===== src/rtl/lsu_pkg.sv =====
// lsu_pkg: shared definitions for the load/store unit.
//   - RV32I load/store funct3 encodings
//   - FSM state encoding (BYTE exists only when LSU_MISALIGN_SPLIT_EN is defined)
//   - helpers that classify a funct3 as legal and an access as misaligned
package lsu_pkg;

  localparam logic [2:0] F3_B  = 3'b000;
  localparam logic [2:0] F3_H  = 3'b001;
  localparam logic [2:0] F3_W  = 3'b010;
  localparam logic [2:0] F3_BU = 3'b100;
  localparam logic [2:0] F3_HU = 3'b101;

  typedef enum logic [2:0] {
    IDLE   = 3'd0,
    ACCESS = 3'd1,
    RESP   = 3'd2,
    ERR    = 3'd3
`ifdef LSU_MISALIGN_SPLIT_EN
    , BYTE = 3'd4
`endif
  } lsu_state_t;

  // Stores only have signed encodings; unsigned variants are load-only.
  function automatic logic f3_legal(input logic we, input logic [2:0] f3);
    logic base;
    base = (f3 == F3_B) || (f3 == F3_H) || (f3 == F3_W);
    if (we) return base;
    return base || (f3 == F3_BU) || (f3 == F3_HU);
  endfunction

  // Size is carried in funct3[1:0]; bytes are never misaligned.
  function automatic logic f3_misaligned(input logic [2:0] f3, input logic [1:0] a);
    logic m;
    case (f3[1:0])
      2'b01:   m = a[0];
      2'b10:   m = (a != 2'b00);
      default: m = 1'b0;
    endcase
    return m;
  endfunction

endpackage


===== src/rtl/lsu_align.sv =====
// lsu_align: combinational helpers for the LSU.
//   chk_funct3_i/chk_addr_i -> misalign_o : alignment check of an incoming request
//   ext_funct3_i/raw_i      -> ext_o      : sign/zero extension of a right-justified load
//   asm_i/byte_i/idx_i      -> merged_o   : little-endian byte assembly, only built
//                                           when LSU_MISALIGN_SPLIT_EN is defined
module lsu_align
  import lsu_pkg::*;
#(
  parameter int XLEN = 32
) (
  input  logic [2:0]      chk_funct3_i,
  input  logic [1:0]      chk_addr_i,
  output logic            misalign_o,
`ifdef LSU_MISALIGN_SPLIT_EN
  input  logic [XLEN-1:0] asm_i,
  input  logic [7:0]      byte_i,
  input  logic [1:0]      idx_i,
  output logic [XLEN-1:0] merged_o,
`endif
  input  logic [2:0]      ext_funct3_i,
  input  logic [XLEN-1:0] raw_i,
  output logic [XLEN-1:0] ext_o
);

  assign misalign_o = f3_misaligned(chk_funct3_i, chk_addr_i);

`ifdef LSU_MISALIGN_SPLIT_EN
  always_comb begin
    merged_o = asm_i;
    merged_o[8*idx_i +: 8] = byte_i;
  end
`endif

  // Only the low bytes matter: upper bits of the memory word are ignored so the
  // result does not depend on whether the memory pads or replicates.
  always_comb begin
    case (ext_funct3_i)
      F3_B:    ext_o = {{(XLEN-8){raw_i[7]}}, raw_i[7:0]};
      F3_BU:   ext_o = {{(XLEN-8){1'b0}}, raw_i[7:0]};
      F3_H:    ext_o = {{(XLEN-16){raw_i[15]}}, raw_i[15:0]};
      F3_HU:   ext_o = {{(XLEN-16){1'b0}}, raw_i[15:0]};
      default: ext_o = raw_i;
    endcase
  end

endmodule


===== src/rtl/lsu.sv =====
// lsu: load/store unit between execute and a byte-addressed data memory.
// One request in flight; response is a one-cycle pulse (no backpressure).
//   req_*  : request handshake (req_ready high only in IDLE)
//   rsp_*  : registered response pulse, rdata extended per funct3, err on
//            illegal funct3 / misalignment
//   mem_*  : memory port (combinational read, write on posedge when mem_wen)
// Optional: LSU_MISALIGN_SPLIT_EN splits misaligned half/word accesses into
// byte accesses (BYTE state) instead of erroring.
module lsu
  import lsu_pkg::*;
#(
  parameter int XLEN            = 32,
  parameter int ERR_ON_MISALIGN = 1
) (
  input  logic            clk,
  input  logic            rst,
  input  logic            req_valid,
  output logic            req_ready,
  input  logic            req_we,
  input  logic [2:0]      req_funct3,
  input  logic [XLEN-1:0] req_addr,
  input  logic [XLEN-1:0] req_wdata,
  output logic            rsp_valid,
  output logic [XLEN-1:0] rsp_rdata,
  output logic            rsp_err,
  output logic [XLEN-1:0] mem_addr,
  output logic [2:0]      mem_sel,
  output logic            mem_wen,
  output logic [XLEN-1:0] mem_wdata,
  input  logic [XLEN-1:0] mem_rdata
);

  lsu_state_t      state_q, state_d;
  logic            we_q, we_d;
  logic [2:0]      f3_q, f3_d;
  logic [XLEN-1:0] addr_q, addr_d;
  logic [XLEN-1:0] wdata_q, wdata_d;
  logic [XLEN-1:0] mem_addr_q, mem_addr_d;
  logic [XLEN-1:0] mem_wdata_q, mem_wdata_d;
  logic [2:0]      mem_sel_q, mem_sel_d;
  logic            mem_wen_q, mem_wen_d;
  logic            rsp_valid_q, rsp_valid_d;
  logic            rsp_err_q, rsp_err_d;
  logic [XLEN-1:0] rsp_rdata_q, rsp_rdata_d;

  logic            req_fire;
  logic            misalign;
  logic [XLEN-1:0] ext_raw, ext_data;

`ifdef LSU_MISALIGN_SPLIT_EN
  logic [1:0]      cnt_q, cnt_d, cnt_last;
  logic [XLEN-1:0] asm_q, asm_d, asm_merged;
  assign cnt_last = (f3_q[1:0] == 2'b01) ? 2'd1 : 2'd3;
  // The last byte is merged in the same cycle it is read, so extension uses
  // the merged word rather than asm_q.
  assign ext_raw  = (state_q == BYTE) ? asm_merged : mem_rdata;
`else
  assign ext_raw  = mem_rdata;
`endif

  assign req_ready = (state_q == IDLE);
  assign req_fire  = req_valid && req_ready;

  assign rsp_valid = rsp_valid_q;
  assign rsp_rdata = rsp_rdata_q;
  assign rsp_err   = rsp_err_q;
  assign mem_addr  = mem_addr_q;
  assign mem_sel   = mem_sel_q;
  assign mem_wen   = mem_wen_q;
  assign mem_wdata = mem_wdata_q;

  lsu_align #(.XLEN(XLEN)) u_align (
    .chk_funct3_i (req_funct3),
    .chk_addr_i   (req_addr[1:0]),
    .misalign_o   (misalign),
`ifdef LSU_MISALIGN_SPLIT_EN
    .asm_i        (asm_q),
    .byte_i       (mem_rdata[7:0]),
    .idx_i        (cnt_q),
    .merged_o     (asm_merged),
`endif
    .ext_funct3_i (f3_q),
    .raw_i        (ext_raw),
    .ext_o        (ext_data)
  );

  // State and datapath registers
  always_ff @(posedge clk or posedge rst) begin
    if (rst) begin
      state_q     <= IDLE;
      we_q        <= 1'b0;
      f3_q        <= F3_W;
      addr_q      <= '0;
      wdata_q     <= '0;
      mem_addr_q  <= '0;
      mem_sel_q   <= F3_W;
      mem_wen_q   <= 1'b0;
      mem_wdata_q <= '0;
      rsp_valid_q <= 1'b0;
      rsp_err_q   <= 1'b0;
      rsp_rdata_q <= '0;
`ifdef LSU_MISALIGN_SPLIT_EN
      cnt_q       <= 2'd0;
      asm_q       <= '0;
`endif
    end else begin
      state_q     <= state_d;
      we_q        <= we_d;
      f3_q        <= f3_d;
      addr_q      <= addr_d;
      wdata_q     <= wdata_d;
      mem_addr_q  <= mem_addr_d;
      mem_sel_q   <= mem_sel_d;
      mem_wen_q   <= mem_wen_d;
      mem_wdata_q <= mem_wdata_d;
      rsp_valid_q <= rsp_valid_d;
      rsp_err_q   <= rsp_err_d;
      rsp_rdata_q <= rsp_rdata_d;
`ifdef LSU_MISALIGN_SPLIT_EN
      cnt_q       <= cnt_d;
      asm_q       <= asm_d;
`endif
    end
  end

  // Next-state logic
  always_comb begin
    state_d = state_q;
    case (state_q)
      IDLE: begin
        if (req_fire) begin
          if (!f3_legal(req_we, req_funct3)) begin
            state_d = ERR;
          end else if (misalign) begin
`ifdef LSU_MISALIGN_SPLIT_EN
            state_d = BYTE;
`else
            state_d = (ERR_ON_MISALIGN != 0) ? ERR : ACCESS;
`endif
          end else begin
            state_d = ACCESS;
          end
        end
      end
      ACCESS: state_d = RESP;
`ifdef LSU_MISALIGN_SPLIT_EN
      BYTE:   if (cnt_q == cnt_last) state_d = RESP;
`endif
      RESP:   state_d = IDLE;
      ERR:    state_d = IDLE;
      default: state_d = IDLE;
    endcase
  end

  // Output / datapath next values. Memory outputs are registered so they are
  // valid for the whole access cycle and hold afterwards; mem_wen drops by
  // default so each access writes exactly once.
  always_comb begin
    we_d        = we_q;
    f3_d        = f3_q;
    addr_d      = addr_q;
    wdata_d     = wdata_q;
    mem_addr_d  = mem_addr_q;
    mem_sel_d   = mem_sel_q;
    mem_wdata_d = mem_wdata_q;
    mem_wen_d   = 1'b0;
    rsp_valid_d = 1'b0;
    rsp_err_d   = 1'b0;
    rsp_rdata_d = '0;
`ifdef LSU_MISALIGN_SPLIT_EN
    cnt_d       = cnt_q;
    asm_d       = asm_q;
`endif
    case (state_q)
      IDLE: begin
        if (req_fire) begin
          we_d    = req_we;
          f3_d    = req_funct3;
          addr_d  = req_addr;
          wdata_d = req_wdata;
          if (state_d == ACCESS) begin
            mem_addr_d  = req_addr;
            mem_sel_d   = req_funct3;
            mem_wdata_d = req_wdata;
            mem_wen_d   = req_we;
          end else if (state_d == ERR) begin
            rsp_valid_d = 1'b1;
            rsp_err_d   = 1'b1;
          end
`ifdef LSU_MISALIGN_SPLIT_EN
          else if (state_d == BYTE) begin
            mem_addr_d  = req_addr;
            mem_sel_d   = F3_B;
            mem_wdata_d = req_wdata;
            mem_wen_d   = req_we;
            cnt_d       = 2'd0;
            asm_d       = '0;
          end
`endif
        end
      end
      ACCESS: begin
        rsp_valid_d = 1'b1;
        rsp_rdata_d = we_q ? '0 : ext_data;
      end
`ifdef LSU_MISALIGN_SPLIT_EN
      BYTE: begin
        asm_d = asm_merged;
        if (cnt_q == cnt_last) begin
          rsp_valid_d = 1'b1;
          rsp_rdata_d = we_q ? '0 : ext_data;
        end else begin
          cnt_d       = cnt_q + 2'd1;
          mem_addr_d  = addr_q + {{(XLEN-2){1'b0}}, cnt_q + 2'd1};
          mem_sel_d   = F3_B;
          // byte k of the store data rides in mem_wdata[7:0]
          mem_wdata_d = wdata_q >> {cnt_q + 2'd1, 3'b000};
          mem_wen_d   = we_q;
        end
      end
`endif
      default: ;
    endcase
  end

endmodule


===== config.mk =====
export PLATFORM = sky130hd
export DESIGN_NAME = lsu
export DESIGN_NICKNAME = d
export VERILOG_FILES = /design/src/rtl/lsu_pkg.sv /design/src/rtl/lsu_align.sv /design/src/rtl/lsu.sv
export SDC_FILE = /design/constraint.sdc
export NUM_CORES = 1
export LEC_CHECK = 0
export CAP_MARGIN = 10
export CORE_UTILIZATION = 40
export CTS_BUF_LIST = sky130_fd_sc_hd__clkbuf_8
export DETAILED_ROUTE_END_ITERATION = 6
export PLACE_DENSITY = 0.79
export SYNTH_ARGS = -nofsm -noshare
export SYNTH_HDL_FRONTEND = slang
export SYNTH_SLANG_ARGS = --single-unit

===== constraint.sdc =====
create_clock -name clk -period 3.98 [get_ports clk]
set_input_delay 0.398 -clock clk [delete_from_list [all_inputs] [get_ports clk]]
set_output_delay 0.398 -clock clk [all_outputs]
set_load 0.05 [all_outputs]

Word level (Yosys, flattened, before mapping)

Index checks and enable logic that the tools add are counted.

Register bits: 109
Logic and storage cells: 56
Output and inout port bits: 103

Reduce and logical (&&, ||, !) cells: 11
Multiplexer cells: 23
Equality and inequality tests: 12

Operators with widths:

| operator             | number |
|---|---|
| $pmux W32 S4         | 1 |
| $mux W32             | 2 |
| $mux W1              | 14 |
| $eq A3 B1 Y1 const B | 4 |
| $eq A3 B3 Y1 const B | 4 |
| $logic_not A3 Y1     | 3 |
| $eq A3 B2 Y1 const B | 2 |
| $pmux W3 S2          | 1 |
| $logic_or A1 B1 Y1   | 4 |
| $mux W2              | 2 |
| $pmux W1 S2          | 2 |
| $mux W3              | 1 |
| $reduce_and A3 Y1    | 1 |
| $eq A2 B1 Y1 const B | 1 |
| $eq A2 B2 Y1 const B | 1 |
| $reduce_and A2 Y1    | 1 |
| $reduce_bool A2 Y1   | 1 |
| $logic_and A1 B1 Y1  | 1 |

Longest topological paths before layout

Word-level depth: 16
Mapped depth: 8

By module

A second synthesis with hierarchy kept.

Cells, all modules: 314
Area, all modules: 4439.3 um^2

By module, submodules not included:

| module    | instances | area an instance (um^2) | cells an instance | sequential area each (um^2) |
|---|---|---|---|---|
| lsu       | 1         | 4037.6                  | 240               | 2730.1 |
| lsu_align | 1         | 401.6                   | 74                | 0.0 |

Worst setup path before layout

Ideal clock, no wire load.

Kind: reg2reg
Start point: register state_q[1]
End point: register mem_addr_q[0], in the netlist mem_addr[0]
Setup slack: 1.849 ns
Data required time: 3.855 ns
Arrival time: 2.005 ns
Cell stages (with the launch flop): 8
Setup time: 0.125 ns
Cells stage by stage: dfrtp_1 > nor3_2 > nand2_1 > inv_2 > nand2_4 > buf_8 > buf_12 > mux2_4

Word-level cells in the longest chain between the ends: 6
Elaborated cells between the ends (all ways): 7
Those cells by class: eq/ne (2); mux (2); reduce/logical (3)

RTL lines:

| what                            | line       | source |
|---|---|---|
| from (decl)                     | lsu.sv:33  | `lsu_state_t state_q, state_d;` |
| from (signal assigned)          | lsu.sv:107 | `state_q <= state_d;` |
| $logic_not A3 Y1 (*)            | lsu.sv:61  | `assign req_ready = (state_q == IDLE);` |
| net req_ready                   | lsu.sv:18  | `output logic req_ready,` |
| $logic_and A1 B1 Y1             | lsu.sv:62  | `assign req_fire = req_valid && req_ready;` |
| $mux W3                         | lsu.sv:131 | `if (req_fire) begin` |
| $pmux W3 S2 (*)                 | lsu.sv:129 | `case (state_q)` |
| net state_d[0]                  | lsu.sv:33  |  |
| $eq A3 B1 Y1 (*)                | lsu.sv:181 | `if (state_d == ACCESS) begin` |
| $reduce_and A3 Y1 (no line) (*) | -          |  |
| to (signal assigned)            | lsu.sv:112 | `mem_addr_q <= mem_addr_d;` |
| to (decl)                       | lsu.sv:38  | `logic [XLEN-1:0] mem_addr_q, mem_addr_d;` |

The timed path passes the listed nets; every way through them passes the cells marked *.
A chain may end at the register's enable or synchronous reset.

Final worst setup path

Start point: input port req_funct3[0]
End point: register mem_wdata_q[16], in the netlist mem_wdata[16]

Word-level cells in the longest chain between the ends: 13
Elaborated cells between the ends (all ways): 22
Those cells by class: eq/ne (7); mux (9); reduce/logical (6)

RTL lines:

| what                                             | line          | source |
|---|---|---|
| from (decl)                                      | lsu.sv:20     | `input logic [2:0] req_funct3,` |
| $eq A3 B1 Y1 or $logic_not A3 Y1 (tied branches) | lsu_pkg.sv:26 | `base = (f3 == F3_B) \|\| (f3 == F3_H) \|\| (f3 == F3_W);` |
| $logic_or A1 B1 Y1 (2 in a row)                  | lsu_pkg.sv:26 |  |
| $logic_or A1 B1 Y1 (2 in a row)                  | lsu_pkg.sv:28 | `return base \|\| (f3 == F3_BU) \|\| (f3 == F3_HU);` |
| $mux W1                                          | lsu_pkg.sv:28 |  |
| $mux W1                                          | lsu.sv:131    |  |
| $mux W1                                          | lsu.sv:129    |  |
| $mux W2 (*)                                      | lsu.sv:132    | `if (!f3_legal(req_we, req_funct3)) begin` |
| $mux W3 (*)                                      | lsu.sv:131    |  |
| $pmux W3 S2 (*)                                  | lsu.sv:129    |  |
| $eq A3 B1 Y1 (*)                                 | lsu.sv:181    |  |
| $reduce_and A3 Y1 (no line) (*)                  | -             |  |
| to (signal assigned)                             | lsu.sv:115    | `mem_wdata_q <= mem_wdata_d;` |
| to (decl)                                        | lsu.sv:39     | `logic [XLEN-1:0] mem_wdata_q, mem_wdata_d;` |

Mark *: on every way between the ends. The rest lies on a longest branch, timed or not. The select of a mux whose other input is x is not followed.

==> impl_metrics.env <==
export IMPL_status="finished, final reports clean"
export IMPL_synth_top_area_cell="dfrtp_1"
export IMPL_skew_ns=0.01015
export IMPL_layout_commonest_cell="clkdlybuf4s50_1"
export IMPL_hold_violations=0
export IMPL_p_leak_nw=2.996
export IMPL_synth_top_area_share_pct=63.41
export IMPL_async_flop_share_pct=100.0
export IMPL_place_area_um2=6331
export IMPL_clk_latency_ns=0.36
export IMPL_rows=37
export IMPL_yosys_top_cells_area="dfrtp_1 63%, mux2_4 10%, mux2_2 9.9%, a21oi_1 2.8%, o21ai_0 2.0%"
export IMPL_multi_input_area_um2=1290
export IMPL_synth_fp_nets=392
export IMPL_path_max_fanout=67
export IMPL_end_kind="flop"
export IMPL_drive_gt1_share_pct=17.44
export IMPL_io_buffers=205
export IMPL_cts_htree_levels=3
export IMPL_drc_errors=0
export IMPL_initial_core_util_pct=41.09
export IMPL_ff_latch_area_um2=2730
export IMPL_cts_tree="done"
export IMPL_critPathLaunchType="input pin"
export IMPL_syn_cell_area_um2=4223
export IMPL_grt_first_pass_wirelength_mm=16.11
export IMPL_crit_arrival_ns=2.97
export IMPL_core_area_um2=10280
export IMPL_synthCells=286
export IMPL_seq_area_frac_synth_pct=64.65
export IMPL_dpl_hpwl_mm=7.265
export IMPL_maxCapViolCount=0
export IMPL_io_pins=206
export IMPL_cts_hold_buf=0
export IMPL_worstSetupPathType="input pin to flop"
export IMPL_r2r_start="state_q[1]"
export IMPL_max_slew_margin_rel_pct=30.87
export IMPL_grt_usage_pct=18.76
export IMPL_areaGrowthSynthToFinish_pct=54.34
export IMPL_dieHeight_um=104.7
export IMPL_worst_slew_pin_slew_ns=1.037
export IMPL_post_synth_cell_area_avg_um2=14.77
export IMPL_synth_ff_type="dfrtp_1"
export IMPL_r2r_slack_ns=1.72
export IMPL_max_freq_ghz=0.3647
export IMPL_drtIter0Drc=94
export IMPL_vias=2948
export IMPL_n_antenna_cell=0
export IMPL_via_per_inst=4.687
export IMPL_cts_buffer_depth=2
export IMPL_grt_pass1_vias=3204
export IMPL_numCtsBuffers=9
export IMPL_gp_congestion=0.7883
export IMPL_wire_per_inst_um=15.72
export IMPL_cts_root_buf="clkbuf_8"
export IMPL_cp_required_ns=4.21
export IMPL_crit_end="mem_wdata[16]"
export IMPL_postCtsSetupBuffers=0
export IMPL_synth_edf_count=0
export IMPL_ant_nets=0
export IMPL_min_path_type="flop to flop"
export IMPL_die_x_um=104.7
export IMPL_nFillCells=829
export IMPL_ys_warn_count=0
export IMPL_grt_max_degree=72
export IMPL_power_density_nw_per_um2=631.9
export IMPL_hold_depth=1
export IMPL_clk_pin_slew_ns=0.08
export IMPL_die_area_um2=10970
export IMPL_fin_setup_tns_ns=0
export IMPL_ys_types=31
export IMPL_post_cts_resized=0
export IMPL_final_area_um2=6518
export IMPL_fin_nets=594
export IMPL_dr_pass1_iters=4
export IMPL_rr_worst_depth=5
export IMPL_period_needed_ns=2.742
export IMPL_reg2reg_to="mem_addr[9]"
export IMPL_layout_common_cells="205 x clkdlybuf4s50_1, 107 x dfrtp_1, 37 x mux2_2"
export IMPL_rsz0062_at_grt="no"
export IMPL_cp_startpoint="req_funct3[0]"
export IMPL_slew_viol_final=0
export IMPL_overflow=0
export IMPL_cts_sinks=109
export IMPL_synth_seq_cells=109
export IMPL_finalCritPeriodShare_pct=68.90
export IMPL_ir_worst_vdd_uv=381.0
export IMPL_setup_viol=0
export IMPL_wirelength_mm=9.886
export IMPL_antenna_found_initial=0
worst max-delay path: stages:
cell             delay (ns)
clkdlybuf4s50_1        0.49
inv_1                  0.09
ha_1                   0.24
nor2b_1                0.15
o311a_2                0.38
nand2_4                0.71
mux2_2                 0.43
area by class of cell:
type / instances / share of cell area, %
inverters: 21 / 1.248
clock buffers: 10 / 2.112
multi-input cells: 141 / 19.79
well taps: 136 / 2.611
clock inverters: 6 / 0.7487
flip-flops and latches: 109 / 41.89
repair buffers: 206 / 31.60
state kept, by name, indices dropped and copies added, names as in the netlist:
name,count
rsp_rdata,32
mem_wen,1
state_q,3
we_q,1
rsp_valid,1
mem_sel,3
rsp_err,1
mem_addr,32
mem_wdata,32
f3_q,3
cell usage after synthesis (3+ instances only):
master and number:
o21ai_0 17, mux2_2 37, mux2_4 28, a21oi_1 24, clkbuf_1 7, buf_4 3
inv_1 20, nand2_1 7, dfrtp_1 107, and2_1 8, nor2_1 3, ha_1 3
metrics by stage:
stage | util [%] | cells | hold WS, ns | setup slack [ns] | power, mW
detailed placement | 61.60 | 613 | 0.4929 | 0.8834 | 3.510
global route | 63.42 | 629 | 0.5266 | 1.105 | 4.294
finish | 63.42 | 629 | 0.5107 | 1.238 | 4.119
global placement | 61.60 | 613 | 0.4874 | 0.9768 | 3.475
CTS | 63.42 | 629 | 0.5133 | 1.268 | 4.161
floorplan | - | 286 | 0.4612 | 0.7114 | 2.798
cells by family after synthesis:
| kind of cell | share of synthesized area, % |
|---|---|
| adder cells (fa/ha/maj) | 0.8890 |
| buffers and inverters | 4.800 |
| other | 0.08880 |
| flip-flops | 64.65 |
| AO/OA/AOI/OAI | 5.926 |
| multiplexers | 20.06 |
| AND/OR/NAND/NOR | 3.586 |
where the power goes:
| group | internal, mW | total, mW | switching (mW) |
|---|---|---|---|
| clock | 0.298 | 0.638 | 0.340 |
| combinational | 0.759 | 1.95 | 1.19 |
| sequential | 1.37 | 1.54 | 0.161 |
layer usage:
layer  global-route usage (%)  vias to the layer above  part of all wire [%]
li1                         -                     1366                     -
met1                    21.58                     1441                    40
met2                    32.64                      123                    50
met3                    5.802                       18                   7.3
met4                    7.243                        0                   2.3
met5                        0                        -                     0
worst min path at each step:
stage                              from             to
after floorplan                 f3_q[2]        f3_q[2]
after global placement          f3_q[2]        f3_q[2]
after detailed placement  mem_wdata[22]  mem_wdata[22]
after CTS                  mem_addr[29]   mem_addr[29]
after global routing      mem_wdata[20]  mem_wdata[20]
final                      mem_addr[29]   mem_addr[29]
(Power assumes the default switching activity.)
